File: src/rtl/bb_stream_buffer.sv
// rtl/bb_stream_buffer.sv - valid/ready show-ahead FIFO buffer between byte source and LCD controller
module bb_stream_buffer #(
    parameter int PAYLOAD_BITS = 8,
    parameter int DEPTH        = 4,
    parameter bit ZERO_IDLE    = 1'b1
) (
    input  logic                       CLK_I,
    input  logic                       RST_N_I,
    input  logic [PAYLOAD_BITS-1:0]    DATA_I,
    input  logic                       VALID_I,
    output logic                       READY_O,
    output logic [PAYLOAD_BITS-1:0]    DATA_O,
    output logic                       VALID_O,
    input  logic                       BB_READY_I,
    input  logic                       FLUSH_I,
    output logic [$clog2(DEPTH):0]     COUNT_O
);

    localparam int AW = $clog2(DEPTH);
    localparam int CW = AW + 1;
    localparam logic [CW-1:0] FULL_COUNT = CW'(DEPTH);

    logic [PAYLOAD_BITS-1:0] mem_q [DEPTH];
    logic [AW-1:0]           wr_ptr_q, wr_ptr_d;
    logic [AW-1:0]           rd_ptr_q, rd_ptr_d;
    logic [CW-1:0]           count_q,  count_d;
    logic [PAYLOAD_BITS-1:0] last_q,   last_d;

    logic push;
    logic pop;

    assign READY_O = (count_q != FULL_COUNT);
    assign VALID_O = (count_q != '0);
    assign COUNT_O = count_q;

    // Handshakes are judged on pre-edge state only, so a full buffer never passes through.
    assign push = VALID_I && READY_O;
    assign pop  = VALID_O && BB_READY_I;

    always_comb begin
        if (count_q != '0) begin
            DATA_O = mem_q[rd_ptr_q];
        end else if (ZERO_IDLE) begin
            DATA_O = '0;
        end else begin
            DATA_O = last_q;
        end
    end

    always_comb begin
        wr_ptr_d = wr_ptr_q;
        rd_ptr_d = rd_ptr_q;
        count_d  = count_q;
        last_d   = last_q;
        if (FLUSH_I) begin
            wr_ptr_d = '0;
            rd_ptr_d = '0;
            count_d  = '0;
            last_d   = '0;
        end else begin
            if (push) begin
                wr_ptr_d = wr_ptr_q + 1'b1;
            end
            if (pop) begin
                rd_ptr_d = rd_ptr_q + 1'b1;
                last_d   = mem_q[rd_ptr_q];
            end
            count_d = count_q + {{AW{1'b0}}, push} - {{AW{1'b0}}, pop};
        end
    end

    always_ff @(posedge CLK_I or negedge RST_N_I) begin
        if (!RST_N_I) begin
            wr_ptr_q <= '0;
            rd_ptr_q <= '0;
            count_q  <= '0;
            last_q   <= '0;
        end else begin
            wr_ptr_q <= wr_ptr_d;
            rd_ptr_q <= rd_ptr_d;
            count_q  <= count_d;
            last_q   <= last_d;
        end
    end

    // Storage is not reset; occupancy alone decides what is visible.
    always_ff @(posedge CLK_I) begin
        if (push && !FLUSH_I) begin
            mem_q[wr_ptr_q] <= DATA_I;
        end
    end

endmodule

File: config.mk
export PLATFORM = sky130hd
export DESIGN_NAME = bb_stream_buffer
export DESIGN_NICKNAME = d
export VERILOG_FILES = /design/src/rtl/bb_stream_buffer.sv
export SDC_FILE = /design/constraint.sdc
export NUM_CORES = 1
export LEC_CHECK = 0
export ABC_AREA = 1
export CAP_MARGIN = 5
export CORE_MARGIN = 4
export CORE_UTILIZATION = 50
export DETAILED_ROUTE_END_ITERATION = 10
export GPL_TIMING_DRIVEN = 1
export PLACE_DENSITY = 0.76
export SLEW_MARGIN = 20
export SYNTH_ARGS = -nofsm -noshare
export SYNTH_HDL_FRONTEND = slang
export SYNTH_SLANG_ARGS = --single-unit
export TNS_END_PERCENT = 20
File: constraint.sdc
create_clock -name CLK_I -period 2.8 [get_ports CLK_I]
set_input_delay 0.42 -clock CLK_I [delete_from_list [all_inputs] [get_ports CLK_I]]
set_output_delay 0.42 -clock CLK_I [all_outputs]
set_load 0.03 [all_outputs]
==> impl_metrics.json <==
{
  "status": "completed",
  "cts_setup_buffers": 0,
  "clock_skew_ns": 0.00999,
  "tns_ns": 0,
  "cts_buffer_depth": 2,
  "synth.area.top_cells": "edfxtp_1 53%, nand2_1 12%, dfrtp_1 9.6%",
  "clk_latency_ns": 0.34,
  "rows": 21,
  "fmax_mhz": 384,
  "path_cells": "clkinv_2 -> nand2_1 -> nand3_1 -> a21oi_1 -> clkdlybuf4s50_1",
  "synth_nets": 200,
  "via_count": 1268,
  "area_growth_pct": 21.4,
  "crit_buf_inv": 2,
  "p_total_mw": 2.08,
  "synthesis.area_mm2": 0.00182,
  "drive_gt1_frac": 0.0829,
  "synth.top_cell.area_share": 0.528,
  "synthTopCellsByCount": "58 x nand2_1, 32 x edfxtp_1, 31 x inv_1, 14 x nand3_1, 11 x nor2_1",
  "synth_xor_area_frac": 0,
  "antenna_cells": 0,
  "crit_family": "buffers and inverters",
  "wl_mm": 3.60,
  "setup_viol": 0,
  "initial_core_util": 0.533,
  "synth_edf_count": 32,
  "power_density_mw_per_mm2": 943,
  "critPathArrivalTime_ns": 2.19,
  "wl_per_cell_um": 13.7,
  "min_path_type": "in -> async",
  "crit_fanout": 17,
  "synth_mux_area_frac": 0,
  "synthAdderAreaFrac": 0.0522,
  "placed_cells": 255,
  "clock_sinks": 39,
  "synth_flop_cell": "edfxtp_1",
  "hold_viol": 0,
  "p_leak_nw": 0.982,
  "cts_buffers": 5,
  "grt_pass1_wl_mm": 5.82,
  "cts_tree": "built",
  "io_buffer_count": 25,
  "drc": 0,
  "grt_pass1_vias": 1286,
  "coreArea_mm2": 0.00342,
  "ys_types": 17,
  "syn_inst": 180,
  "drv_cap": 0,
  "grt_overflow": 0,
  "drt_iter0_markers": 75,
  "worstSetupStartpointType": "register",
  "antenna_found_initial": 0,
  "firstDrtPassIters": 4,
  "globalplace.congestion": 0.790,
  "avgViaCountPerCell": 4.82,
  "cpPeakStageDelay_ns": 0.71,
  "fin_crit_ns": 2.61,
  "end_kind": "primary output",
  "fp.dieH_um": 68.3,
  "synthSimpleGateAreaFrac": 0.198,
  "synth_top_family_by_area": "simple AND/OR/NAND/NOR gates",
  "nFillCells": 279,
  "final_nets": 236,
  "synth_most_common_cell": "nand2_1",
  "yosysSeqAreaShare": 0.624,
  "cp_slowest_cell": "clkdlybuf4s50_1",
  "avgSynthCellArea_um2": 10.1,
  "layout.cells.non_filler": 263,
  "yosysTopAreaCell": "edfxtp_1",
  "worst_slew_pin_slew_ns": 0.347,
  "finalMaxSlewViolations": 0,
  "cts_max_level": 2,
  "synth-compound-area-share": 0.0268,
  "grt_use_total": 0.179,
  "rsz0062_at_grt": "false",
  "die_area_mm2": 0.00467,
  "place_hpwl_mm": 2.59,
  "grt_max_degree": 18,
  "io_pins": 26,
  "critPathKind": "reg -> out",
  "async_flop_share": 0.179,
  "ys_ff_latch": 39,
  "clk_pin_slew_ns": 0.12,
  "die_w_um": 68.3,
  "ant_nets": 0,
  "maxSlewHeadroom": 0.768,
  "layout_worst_path_cycle_share": 0.931,
  "cp_data_required_time_ns": 2.38,
  "synth_warnings": 0,
  "root_buffer": "clkbuf_4",
  "ir_worst_vdd_v": 0.000528
}
## through the flow
stage	util	instance area [µm²]	hold WS [ns]	setup WS, ns
floorplan	-	1820	0.124	0.505
finish	0.647	2210	0.330	0.194
detailed placement	0.624	2130	0.560	0.527
global route	0.647	2210	0.318	0.00472
CTS	0.646	2210	0.335	0.142
global placement	0.624	2130	0.550	0.589
## repair_timing
action | 4_1_cts | 5_1_grt
endpoints found under the setup margin | 0 | 3
hold buffers | 0 | 0
gates resized for setup | 0 | 2
## layout by cell type, fill, tap and decap left out
master,Yosys,routed
a21oi_2,1,1
fa_1,1,1
clkbuf_1,0,2
bufinv_16,0,1
ha_1,6,6
nand2_1,58,58
nand2_2,1,1
nand4_1,4,4
inv_1,31,31
nand3_1,14,14
a21oi_1,8,8
dfrtp_1,7,6
clkinv_1,1,1
nor2_1,11,11
dfrtp_2,0,1
buf_4,0,8
clkdlybuf4s50_1,0,25
clkbuf_4,0,5
edfxtp_1,32,32
clkinv_2,0,1
## final cells by class
cell class                      count  area [µm²]  share of cell area
Timing Repair Buffer               33         310               0.140
Multi-Input combinational cell    104         504               0.228
Tap cell                           46        57.6              0.0260
Inverter                           33         125              0.0566
Sequential cell                    39        1140               0.515
Clock inverter                      1        30.0              0.0136
Clock buffer                        7        45.0              0.0204
## registers in the layout, indices dropped and copies added (netlist names)
register and flops:
COUNT_O 3, mem_q 32, rd_ptr_q 2, wr_ptr_q 2
## report_power, final
group          total (mW)  internal, mW  switching [mW]  leakage (nW)
Sequential          0.746         0.691          0.0545         0.382
Combinational       0.972         0.367           0.605         0.561
Clock               0.367         0.190           0.177        0.0395
## metal layers
metal	up-vias	track usage	part of all wire
met5	-	0	0
met4	0	0.0596	0.016
met3	7	0.0722	0.078
met2	45	0.309	0.52
met1	569	0.199	0.39
li1	647	-	-
## final timing paths
check	startpoint	endpoint	slack, ns	cells after the start
max	rd_ptr_q[0]$_DFFE_PN0P_	DATA_O[4]	0.19	5
min	RST_N_I	rd_ptr_q[1]$_DFFE_PN0P_	0.33	1
min in group CLK_I	wr_ptr_q[1]$_DFFE_PN0P_	wr_ptr_q[1]$_DFFE_PN0P_	0.60	2
min reg2reg	wr_ptr_q[1]$_DFFE_PN0P_	wr_ptr_q[1]$_DFFE_PN0P_	0.60	2
max in group asynchronous	RST_N_I	rd_ptr_q[0]$_DFFE_PN0P_	2.19	1
max reg2reg	COUNT_O[1]$_DFF_PN0_	COUNT_O[2]$_DFF_PN0_	0.69	11
## cell families (layout without fill, tap and decap cells)
family / after synthesis / after routing
AND/OR/NAND/NOR: 88 / 88
flip-flops: 39 / 39
buffers and inverters: 37 / 74
AO/OA/AOI/OAI: 9 / 9
adder cells (fa/ha/maj): 7 / 7
No activity file was read; power rests on OpenSTA's default activity.
